File: config.mk
export PLATFORM = sky130hd
export DESIGN_NAME = ball_motion_ctrl
export DESIGN_NICKNAME = d
export VERILOG_FILES = /design/src/rtl/pong_pkg.sv /design/src/rtl/step_edge_det.sv /design/src/rtl/ball_motion_ctrl.sv
export SDC_FILE = /design/constraint.sdc
export NUM_CORES = 1
export LEC_CHECK = 0
export ABC_AREA = 1
export CORE_MARGIN = 2
export CORE_UTILIZATION = 30
export DETAILED_ROUTE_END_ITERATION = 10
export GPL_TIMING_DRIVEN = 0
export PLACE_DENSITY = 0.57
export SYNTH_ARGS = -nofsm -noshare
export SYNTH_HDL_FRONTEND = slang
export SYNTH_SLANG_ARGS = --single-unit
File: constraint.sdc
create_clock -name Clk -period 2.3 [get_ports Clk]
set_input_delay 0.345 -clock Clk [delete_from_list [all_inputs] [get_ports Clk]]
set_output_delay 0.345 -clock Clk [all_outputs]
set_load 0.005 [all_outputs]
File: src/rtl/pong_pkg.sv
// Shared screen geometry, paddle constants and FSM encoding for the pong ball engine.
package pong_pkg;

  localparam int XW = 8;
  localparam int YW = 7;

  localparam logic [XW-1:0] X_MAX   = 8'd159;
  localparam logic [XW-1:0] X_START = 8'd80;
  localparam logic [XW-1:0] PAD_LX  = 8'd4;
  localparam logic [XW-1:0] PAD_RX  = 8'd155;
  localparam logic [XW-1:0] PAD_H   = 8'd16;

  localparam logic [YW-1:0] Y_MAX   = 7'd119;
  localparam logic [YW-1:0] Y_START = 7'd60;

  localparam int HITS_PER_LVL = 4;
  localparam int HCW          = $clog2(HITS_PER_LVL);

  typedef enum logic [1:0] {
    IDLE   = 2'd0,
    PLAY   = 2'd1,
    SCORED = 2'd2
  } state_t;

  // Widened to 8 bits so top+PAD_H near the bottom row carries rather than wrapping.
  function automatic logic in_paddle(input logic [YW-1:0] y, input logic [YW-1:0] top);
    logic [XW-1:0] y8;
    logic [XW-1:0] t8;
    y8 = {1'b0, y};
    t8 = {1'b0, top};
    return (y8 >= t8) && (y8 <= t8 + PAD_H - 8'd1);
  endfunction

endpackage

File: src/rtl/step_edge_det.sv
// Rising-edge pulse generator for a signal already registered in the Clk domain.
// Rise is combinational and lasts one Clk cycle; no synchronizer stage.
module step_edge_det (
  input  logic Clk,
  input  logic Rst,
  input  logic In,
  output logic Rise
);

  logic prev;

  always_ff @(posedge Clk or posedge Rst) begin
    if (Rst) prev <= 1'b0;
    else     prev <= In;
  end

  assign Rise = In & ~prev;

endmodule

File: src/rtl/ball_motion_ctrl.sv
// Pong ball engine: one motion step per StepClk rise, paddle/wall reflection, scoring, speed ramp.
// New position visible 1 Clk after the step edge; score pulses last exactly one Clk.
module ball_motion_ctrl
  import pong_pkg::*;
(
  input  logic          Clk,
  input  logic          Rst,
  input  logic          StepClk,
  input  logic          Serve,
  input  logic [YW-1:0] PadLY,
  input  logic [YW-1:0] PadRY,
  output logic [XW-1:0] BallX,
  output logic [YW-1:0] BallY,
  output logic          Active,
  output logic          ScoreL,
  output logic          ScoreR,
  output logic [3:0]    SpeedSel
);

  state_t         state, state_nxt;
  logic           step;
  logic [XW-1:0]  x, x_nxt;
  logic [YW-1:0]  y, y_nxt;
  logic           dx_neg, dx_neg_nxt;
  logic           dy_neg, dy_neg_nxt;
  logic           serve_left;
  logic           miss_left;
  logic [HCW-1:0] hit_cnt;
  logic [1:0]     speed;
  logic           hit, miss_l, miss_r;

  step_edge_det u_step_edge (
    .Clk  (Clk),
    .Rst  (Rst),
    .In   (StepClk),
    .Rise (step)
  );

  // Candidate next position from the pre-step coordinates.
  always_comb begin
    y_nxt      = y;
    dy_neg_nxt = dy_neg;
    x_nxt      = x;
    dx_neg_nxt = dx_neg;
    hit        = 1'b0;
    miss_l     = 1'b0;
    miss_r     = 1'b0;

    if (dy_neg && y == '0) begin
      dy_neg_nxt = 1'b0;
      y_nxt      = 7'd1;
    end else if (!dy_neg && y == Y_MAX) begin
      dy_neg_nxt = 1'b1;
      y_nxt      = Y_MAX - 7'd1;
    end else begin
      y_nxt = dy_neg ? y - 7'd1 : y + 7'd1;
    end

    if (dx_neg && x == '0) begin
      miss_l = 1'b1;
    end else if (!dx_neg && x == X_MAX) begin
      miss_r = 1'b1;
    end else if (dx_neg && x == PAD_LX + 8'd1 && in_paddle(y, PadLY)) begin
      dx_neg_nxt = 1'b0;
      x_nxt      = x + 8'd1;
      hit        = 1'b1;
    end else if (!dx_neg && x == PAD_RX - 8'd1 && in_paddle(y, PadRY)) begin
      dx_neg_nxt = 1'b1;
      x_nxt      = x - 8'd1;
      hit        = 1'b1;
    end else begin
      x_nxt = dx_neg ? x - 8'd1 : x + 8'd1;
    end
  end

  always_ff @(posedge Clk or posedge Rst) begin
    if (Rst) state <= IDLE;
    else     state <= state_nxt;
  end

  always_comb begin
    state_nxt = state;
    case (state)
      IDLE:    if (Serve) state_nxt = PLAY;
      PLAY:    if (step && (miss_l || miss_r)) state_nxt = SCORED;
      SCORED:  state_nxt = IDLE;
      default: state_nxt = IDLE;
    endcase
  end

  always_comb begin
    Active = (state == PLAY);
    ScoreR = (state == SCORED) &&  miss_left;
    ScoreL = (state == SCORED) && !miss_left;
  end

  // The ball is recentred on the same edge that enters SCORED, so the pulse cycle already shows the serve spot.
  always_ff @(posedge Clk or posedge Rst) begin
    if (Rst) begin
      x          <= X_START;
      y          <= Y_START;
      dx_neg     <= 1'b0;
      dy_neg     <= 1'b0;
      serve_left <= 1'b0;
      miss_left  <= 1'b0;
      hit_cnt    <= '0;
      speed      <= 2'd0;
    end else begin
      case (state)
        IDLE: begin
          x <= X_START;
          y <= Y_START;
          if (Serve) begin
            dx_neg     <= serve_left;
            dy_neg     <= 1'b0;
            hit_cnt    <= '0;
            speed      <= 2'd0;
            serve_left <= ~serve_left;
          end
        end
        PLAY: begin
          if (step) begin
            if (miss_l || miss_r) begin
              x         <= X_START;
              y         <= Y_START;
              speed     <= 2'd0;
              hit_cnt   <= '0;
              miss_left <= miss_l;
            end else begin
              x      <= x_nxt;
              y      <= y_nxt;
              dx_neg <= dx_neg_nxt;
              dy_neg <= dy_neg_nxt;
              if (hit) begin
                if (hit_cnt == HCW'(HITS_PER_LVL - 1)) begin
                  hit_cnt <= '0;
                  if (speed != 2'd3) speed <= speed + 2'd1;
                end else begin
                  hit_cnt <= hit_cnt + HCW'(1);
                end
              end
            end
          end
        end
        default: begin
          x <= X_START;
          y <= Y_START;
        end
      endcase
    end
  end

  assign BallX    = x;
  assign BallY    = y;
  assign SpeedSel = {2'b00, speed};

endmodule

==> impl_metrics.csv, run 1 <==
group,metric,value,unit
run_status,status,"finished, final reports clean",
clock_tree,cts_tree,"built",
worst_setup_path,reg2reg_slack,0.15,ns
worst_setup_path,crit_arrival,2.31,ns
sta,fin_setup_tns,0,ns
sta,hold_violations,0,
global_route,grt_max_degree,27,
drt,vias,2644,
place,pre_cts_slack,-0.705,ns
sta,fin_crit,2.15,ns
place,placement.io_buffers,37,
worst_setup_path,cp-end-kind,"register",
power_and_ir_drop,leakagePower,1.81,nW
sta,slew-limit-headroom,0.297,
worst_setup_path,required,2.46,ns
worst_setup_path,cpPeakStageDelay,0.57,ns
cells_and_area,final_nets,502,
power_and_ir_drop,power.density,881,nW/um^2
floorplanning,die_h,102,um
cells_and_area,drive_above_1_share,0.202,
worst_setup_path,crit_buf_inv,1,
synth,synth_top_cell_by_area,"ha_1",
floorplanning,rows,35,
synth,yosysUniqueCellTypes,41,
cells_and_area,area_growth,26.8,%
synth,synth_cells,393,
sta,final-max-slew-violation-count,0,
sta,max_freq,0.465,GHz
place,hpwl,5230,um
clock_tree,cts_root_buf,"clkbuf_8",
sta,max_slew.worst_pin.slew,1.05,ns
sta,fin_worst_skew,0.00409,ns
place,gp_congestion,0.822,
global_route,grt_overflow,0,
synth,synth-async-reset-ratio,1.00,
drt,totalWireLength,6820,um
sta,rsz0062_at_grt,"true",
sta,timing.final.crit_share,0.934,
synth,yosysWarnings,0,
drt,viasPerCell,4.64,
floorplanning,coreArea,9280,sq um
global_route,grt_use_total,0.134,
synth,ys_dominant_reg_cell,"dfrtp_1",
worst_setup_path,crit_family,"compound AO/OA/AOI/OAI gates",
sta,finalSetupViolCount,0,
worst_setup_path,slowest_stage,"dfrtp_1",
worst_hold_path,hp-class,"reg2reg",
clock_tree,h-tree-depth,1,
global_route,grt_pass1_wl,11400,um
floorplanning,die_w,102,um
synth,synth_top_area_frac,0.178,
sta,setup_ws,0.151,ns
synth,synth_edf_count,0,
global_route,antenna_found_initial,0,
synth,netlist_top_cells_area,"ha_1 (18%), dfrtp_1 (17%), nand2_1 (12%)",
clock_tree,cts_num_sinks,26,
cells_and_area,antennaDiodeCount,0,
floorplanning,initial_core_util,0.310,
clock_tree,cts.reportedPaths.clkPinSlew,0.09,ns
synth,postSynthAreaPerCell,7.31,sq um
floorplanning,die-area,10400,sq um
worst_setup_path,start_kind,"register",
clock_tree,clk_latency,0.27,ns
worst_setup_path,worstSetupPathType,"reg2reg",
drt,ant_nets,0,
synth,synth_seq_cells,26,
clock_tree,cts_made_buffers,3,
drt,drtPass1Iterations,4,
power_and_ir_drop,vdd_drop_max,0.436,mV
global_route,grt_pass1_vias,2508,
clock_tree,clk_path_buf_depth,2,
drt,post_drt_wl_per_cell,12.0,um
worst_setup_path,path_cells,"inv_1 -> fa_1 -> o21ai_0 -> nand2_1 -> nand2_1 -> a21oi_1 -> xnor2_1 -> o21ai_1 -> o21ai_1",
drt,drt_iter0_drc,79,
synth,seq_area_frac_synth,0.229,
drt,drc,0,
worst_setup_path,cp_max_fo,9,
clock_tree,cts_hold_buf,0,
floorplanning,io_pins,40,
synth,netlist_area,2870,sq um
job,max-cap-violations,0,
## cell usage after synthesis (2+ instances only)
cell type and count:
buf_6 3, dfrtp_1 20, dfstp_2 6, a21oi_1 19, nor2_4 4, o21a_1 3, ha_1 41, nand4_1 9
inv_2 9, o21ai_2 2, buf_4 3, nand3_1 26, nand2_2 2, a31oi_1 3, nor2_2 2, and3_1 2
nand2_1 95, xnor2_1 6, nor3_2 2, o21ai_1 8, nor3_1 6, nor2_1 23, inv_1 54, a22oi_2 3
buf_2 2, o21ai_0 9, xor2_1 17
## cells by family after synthesis
kind of cell | count (synthesis) | share of synthesized area
AO/OA/AOI/OAI | 51 | 0.114
XOR/XNOR | 23 | 0.0701
adder cells (fa/ha/maj) | 42 | 0.185
buffers and inverters | 73 | 0.109
flip-flops | 26 | 0.229
other | 1 | 0.00130
AND/OR/NAND/NOR | 177 | 0.292
## flip-flops by register name, indices dropped and copies added (netlist names)
signal,cells
serve_left,1
BallX,8
dx_neg,1
u_step_edge.prev,1
state,2
speed,2
BallY,7
dy_neg,1
hit_cnt,2
miss_left,1
## power breakdown
part           switching, mW  internal, mW
logic                   1.10         0.940
registers              0.245         0.625
clock network          0.152         0.153
total                   1.49          1.72
## worst paths after layout
kind / from / end / depth (start not counted)
hold reg to reg: u_step_edge.prev / state[1] / 1
setup reg to reg: BallY[1] / BallY[6] / 9
max in group asynchronous: Rst / BallY[0] / 2
hold / removal: u_step_edge.prev / state[1] / 1
setup / recovery: BallY[1] / BallY[6] / 9
min in group asynchronous: Rst / speed[1] / 2
## layer usage
metal  track usage  vias to the layer above  part of all wire
met5             0                        -                 0
met4        0.0359                        0             0.014
met3        0.0103                       11             0.035
met2         0.225                       49              0.45
met1         0.187                     1198              0.50
li1              -                     1386                 -
## through the flow
stage          instances  power [mW]  hold WS, ns  utilization  cell area [sq um]
2_1_floorplan        394        2.20        0.376            -               2880
3_3_place_gp         560        2.77        0.444        0.367               3410
3_5_place_dp         560        2.81        0.449        0.367               3410
4_1_cts              566        3.20        0.462        0.382               3550
5_1_grt              570        3.56        0.490        0.392               3640
6_report             570        3.21        0.468        0.392               3640
## cells in the final DEF (no fill, tap or decap), types with 7 or more instances in the layout
cell,instances
a21oi_1,18
buf_4,9
clkdlybuf4s50_1,26
dfrtp_1,19
ha_1,38
inv_1,45
inv_2,16
nand2_1,90
nand3_1,18
nand3_2,7
nand4_1,9
nor2_1,21
o21ai_0,9
o21ai_1,8
xor2_1,17
## layout make-up
class,instances,area [sq um]
clock buffers,4,55.1
multi-input cells,295,2030
flip-flops and latches,26,659
plain buffers,8,66.3
well taps,129,161
repair buffers,43,417
fillers,994,5640
inverters,65,253
## repair_timing
| item | in CTS | in global routing |
|---|---|---|
| cloned | 0 | 0 |
| setup endpoints to repair | 9 | 9 |
| gates resized for setup | 29 | 23 |
| setup buffers | 2 | 4 |
| pin swaps | 5 | 7 |
Power figures use the tool's default switching activity.
==> run 2, diff against run 1 <==
CORE_UTILIZATION = 36   (was 30)
PLACE_DENSITY = 0.64   (was 0.57)
==> impl_metrics.csv, run 2 (synthesis gave the netlist of run 1 again) <==
group,metric,value,unit
sta,timing.final.crit_share,0.967,
cells_and_area,largest_reg_flops,8,
place,gp_congestion,0.893,
cells_and_area,drive_above_1_share,0.203,
global_route,grt_overflow,0,
worst_hold_path,hp-class,"reg2reg",
worst_setup_path,crit_family,"simple AND/OR/NAND/NOR gates",
floorplanning,initial_core_util,0.372,
power_and_ir_drop,vdd_drop_max,0.480,mV
worst_setup_path,r2r_cells,10,
sta,fin_setup_tns,0,ns
clock_tree,clk_path_buf_depth,2,
worst_setup_path,crit_arrival,2.39,ns
worst_setup_path,worstSetupPathType,"in2reg",
global_route,grt_max_degree,27,
power_and_ir_drop,power.switching,1.49,mW
drt,viasPerCell,4.79,
floorplanning,die_h,93.4,um
sta,final-max-slew-violation-count,0,
clock_tree,cts.reportedPaths.clkPinSlew,0.09,ns
clock_tree,h-tree-depth,1,
global_route,grt_pass1_wl,11300,um
clock_tree,cts_num_sinks,26,
worst_setup_path,crit_cells,16,
job,max-cap-violations,0,
power_and_ir_drop,power.density,897,nW/um^2
cells_and_area,antennaDiodeCount,0,
worst_setup_path,slowest_stage,"ha_4",
clock_tree,cts_root_buf,"clkbuf_8",
place,placement.io_buffers,37,
worst_setup_path,path_cells,"clkdlybuf4s15_1 -> inv_2 -> ha_4 -> nand3_4 -> nand2_2 -> xor2_1 -> inv_1 -> ha_4 -> and3_4 -> nand4_1 -> nand3_2 -> nand3_2 -> nand4_4 -> nand3_1 -> nand2_1 -> nand2_1",
power_and_ir_drop,intPower,1.79,mW
sta,fin_crit,2.22,ns
global_route,antenna_found_initial,0,
cells_and_area,layout_common_cells,"nand2_1 (89), inv_1 (47), ha_1 (38)",
floorplanning,die_w,93.4,um
clock_tree,cts_tree,"built",
power_and_ir_drop,switching_share,0.455,
floorplanning,die-area,8710,sq um
place,hpwl,5070,um
sta,setup_ws,0.0765,ns
sta,fin_worst_skew,0.00576,ns
worst_hold_path,worstHoldPathCells,1,
drt,drtPass1Iterations,4,
global_route,grt_use_total,0.158,
clock_tree,cts_made_buffers,3,
worst_setup_path,cp_max_fo,4,
drt,totalWireLength,6740,um
worst_setup_path,crit_buf_inv,3,
sta,max_freq,0.450,GHz
drt,post_drt_wl_per_cell,12.3,um
worst_setup_path,cp-end-kind,"register",
cells_and_area,final_common_cell,"nand2_1",
place,pre_cts_slack,-0.697,ns
power_and_ir_drop,power_frac_comb,0.620,
worst_setup_path,required,2.47,ns
sta,finalSetupViolCount,0,
power_and_ir_drop,p_clk_frac,0.116,
floorplanning,coreArea,7730,sq um
global_route,grt_pass1_vias,2557,
clock_tree,cts_hold_buf,0,
power_and_ir_drop,p_total,3.28,mW
sta,slew-limit-headroom,0.343,
run_status,status,"finished, final reports clean",
floorplanning,rows,32,
sta,holdWs,0.465,ns
drt,drc,0,
cells_and_area,area_growth,27.3,%
sta,hold_violations,0,
worst_setup_path,cpPeakStageDelay,0.27,ns
drt,drt_iter0_drc,86,
cells_and_area,final_nets,505,
power_and_ir_drop,seq_power_share,0.265,
drt,ant_nets,0,
cells_and_area,fillers,770,
worst_setup_path,start_kind,"primary input",
floorplanning,io_pins,40,
clock_tree,clk_latency,0.27,ns
drt,vias,2616,
power_and_ir_drop,leakagePower,1.84,nW
sta,max_slew.worst_pin.slew,0.985,ns
==> run 2: stage by stage <==
stage               instances  cell area [sq um]  utilization
floorplan                 394               2880            -
global placement          533               3380        0.437
detailed placement        533               3380        0.437
CTS                       540               3550        0.460
global route              546               3660        0.474
finish                    546               3660        0.474
==> run 2: path summary, 6_finish.rpt <==
check	slack (ns)	to	from
hold reg to reg	0.46	state[1]	u_step_edge.prev
setup reg to reg	0.21	speed[0]	BallY[0]
max in group asynchronous	1.03	BallY[1]	Rst
setup / recovery	0.08	speed[0]	PadRY[1]
hold / removal	0.46	state[1]	u_step_edge.prev
min in group asynchronous	0.60	speed[1]	Rst
==> run 2: layout make-up <==
| type | instances | area (sq um) | share of cell area |
|---|---|---|---|
| multi-input cells | 295 | 2050 | 0.560 |
| repair buffers | 46 | 438 | 0.120 |
| well taps | 102 | 128 | 0.0349 |
| flip-flops and latches | 26 | 659 | 0.180 |
| clock buffers | 3 | 41.3 | 0.0113 |
| plain buffers | 8 | 66.3 | 0.0181 |
| inverters | 65 | 249 | 0.0680 |
| clock inverters | 1 | 30.0 | 0.00821 |
==> run 2: power groups by stage <==
stage	clock network [mW]	registers [mW]	logic (mW)
2_1_floorplan	0	0.804	1.40
3_3_place_gp	0	0.868	1.89
3_5_place_dp	0	0.872	1.93
4_1_cts	0.393	0.865	1.99
5_1_grt	0.410	0.900	2.32
6_report	0.379	0.868	2.03
==> run 2: worst reg2reg max path, delay by kind of cell (launching register included) <==
kind | cells | cell delay (ns)
fa+ha+maj | 1 | 0.32
flops | 1 | 0.44
buf+inv | 1 | 0.28
simple gates | 8 | 0.97
==> run 2: per-layer routing <==
metal	track usage	vias to the layer above	wire [um]
met5	0	-	0
li1	-	1378	-
met2	0.281	46	3330
met3	0.0161	7	213
met4	0.0343	0	48
met1	0.205	1185	3140
==> run 2: repair_timing <==
action,CTS,global route
gates resized for setup,31,21
setup endpoints to repair,9,10
buffers inserted,3,6
pin swaps,9,8
==> run 3, diff against run 2 <==
CAP_MARGIN = 20   (was not set)
==> impl_metrics.csv, run 3 (synthesis gave the netlist of run 1 again) <==
group,metric,value,unit
run_status,status,"finished, final reports clean",
power_and_ir_drop,power.density,894,nW/um^2
worst_setup_path,crit_family,"simple AND/OR/NAND/NOR gates",
drt,drc,0,
floorplanning,die_h,93.4,um
worst_setup_path,cpPeakStageDelay,0.27,ns
worst_setup_path,path_cells,"clkdlybuf4s15_1 -> inv_2 -> ha_4 -> nand3_4 -> nand2_2 -> xor2_1 -> inv_1 -> ha_4 -> and3_4 -> nand4_1 -> nand3_2 -> nand3_2 -> nand4_4 -> nand3_1 -> nand2_1 -> nand2_1",
cells_and_area,seq_area,659,sq um
floorplanning,die_w,93.4,um
sta,timing.final.crit_share,0.967,
place,pre_cts_slack,-0.697,ns
cells_and_area,drive_above_1_share,0.204,
floorplanning,rows,32,
sta,hold_violations,0,
worst_setup_path,required,2.47,ns
worst_setup_path,crit_buf_inv,3,
global_route,grt_pass1_wl,11300,um
worst_setup_path,start_kind,"primary input",
global_route,antenna_found_initial,0,
global_route,grt_use_total,0.158,
power_and_ir_drop,vdd_drop_max,0.478,mV
sta,fin_crit,2.22,ns
cells_and_area,final_nets,506,
sta,max_slew.worst_pin.slew,0.548,ns
global_route,grt_max_degree,27,
sta,final-max-slew-violation-count,0,
clock_tree,cts_hold_buf,0,
place,placement.io_buffers,37,
clock_tree,clk_path_buf_depth,2,
global_route,grt_overflow,0,
clock_tree,cts_num_sinks,26,
clock_tree,cts_tree,"built",
worst_setup_path,cp-end-kind,"register",
cells_and_area,antennaDiodeCount,0,
place,hpwl,5070,um
drt,totalWireLength,6790,um
drt,viasPerCell,4.85,
worst_hold_path,hp-class,"in2async",
drt,drtPass1Iterations,4,
drt,drt_iter0_drc,69,
sta,finalSetupViolCount,0,
sta,slew-limit-headroom,0.632,
clock_tree,h-tree-depth,1,
worst_setup_path,cp_max_fo,4,
place,dpl.cell_count,533,
global_route,grt_pass1_vias,2557,
clock_tree,clk_latency,0.27,ns
sta,fin_worst_skew,0.00448,ns
power_and_ir_drop,p_total,3.29,mW
place,gp_congestion,0.893,
sta,max_freq,0.450,GHz
worst_setup_path,worstSetupPathType,"in2reg",
drt,ant_nets,0,
clock_tree,cts.reportedPaths.clkPinSlew,0.10,ns
cells_and_area,fin_util,0.476,
floorplanning,io_pins,40,
sta,setup_ws,0.0762,ns
cells_and_area,layout_common_cells,"nand2_1 (89), inv_1 (47), ha_1 (38)",
drt,vias,2652,
cells_and_area,area_growth,27.9,%
floorplanning,initial_core_util,0.372,
clock_tree,cts_root_buf,"clkbuf_8",
drt,post_drt_wl_per_cell,12.4,um
floorplanning,coreArea,7730,sq um
cells_and_area,final_common_cell,"nand2_1",
power_and_ir_drop,leakagePower,1.84,nW
worst_setup_path,slowest_stage,"ha_4",
worst_setup_path,crit_arrival,2.40,ns
clock_tree,cts_made_buffers,3,
cells_and_area,fin_cells,547,
cells_and_area,fillers,770,
floorplanning,die-area,8710,sq um
job,max-cap-violations,0,
cells_and_area,largest_reg_flops,8,
cells_and_area,multi_input_area,2050,sq um
==> run 3: cell types whose count changed in the layout (fill, tap and decap cells not counted), sizes merged <==
cell / delta
buf: +1
==> run 3: cell type report <==
class                           count  share of cell area
Tap cell                          102              0.0347
Timing Repair Buffer               47               0.123
Multi-Input combinational cell    295               0.557
Clock buffer                        3              0.0112
Clock inverter                      1             0.00817
Sequential cell                    26               0.179
Buffer                              8              0.0180
Inverter                           65              0.0678
==> run 3: per-layer routing <==
layer,share of wire,track usage,vias up,wire [um]
li1,-,-,1386,-
met1,0.45,0.205,1196,3080
met2,0.49,0.281,63,3340
met3,0.047,0.0161,7,322
met4,0.0071,0.0343,0,48
met5,0,0,-,0
==> run 3: worst paths after layout <==
path	startpoint	endpoint	slack, ns	cells past startpoint
max	PadRY[1]	speed[0]	0.08	16
min	Rst	speed[1]	0.40	2
max reg2reg	BallY[0]	speed[0]	0.23	10
min reg2reg	u_step_edge.prev	state[1]	0.47	1
max in group asynchronous	Rst	BallY[3]	1.33	3
min in group Clk	u_step_edge.prev	state[1]	0.47	1
==> run 3: per-stage QoR <==
step / TNS (ns) / instance area [sq um] / hold slack [ns]
2_1_floorplan: 0 / 2880 / 0.376
3_3_place_gp: -5.44 / 3380 / 0.444
3_5_place_dp: -5.92 / 3380 / 0.453
4_1_cts: 0 / 3550 / 0.467
5_1_grt: -0.233 / 3670 / 0.487
6_report: 0 / 3670 / 0.404
==> run 3: power breakdown <==
part,total [mW],switching (mW),internal (mW),leakage [nW]
Sequential,0.866,0.240,0.626,0.309
Combinational,2.03,1.10,0.933,1.50
Clock,0.385,0.152,0.233,0.0357
Total,3.29,1.49,1.79,1.84
==> run 3: worst reg2reg max path: stages (launching register included) <==
cell	delay, ns
dfrtp_1	0.44
inv_1	0.28
ha_1	0.32
nor3_1	0.18
nand4_1	0.10
nand3_1	0.16
nand3_2	0.14
nand4_4	0.14
nand3_1	0.10
nand2_1	0.08
nand2_1	0.05
==> run 3: what timing repair did <==
action                                  in CTS  in global routing
endpoints found under the setup margin       9                 10
gates cloned                                 0                  0
setup buffers                                3                  6
resized for setup                           31                 21
pin swaps                                    9                  8
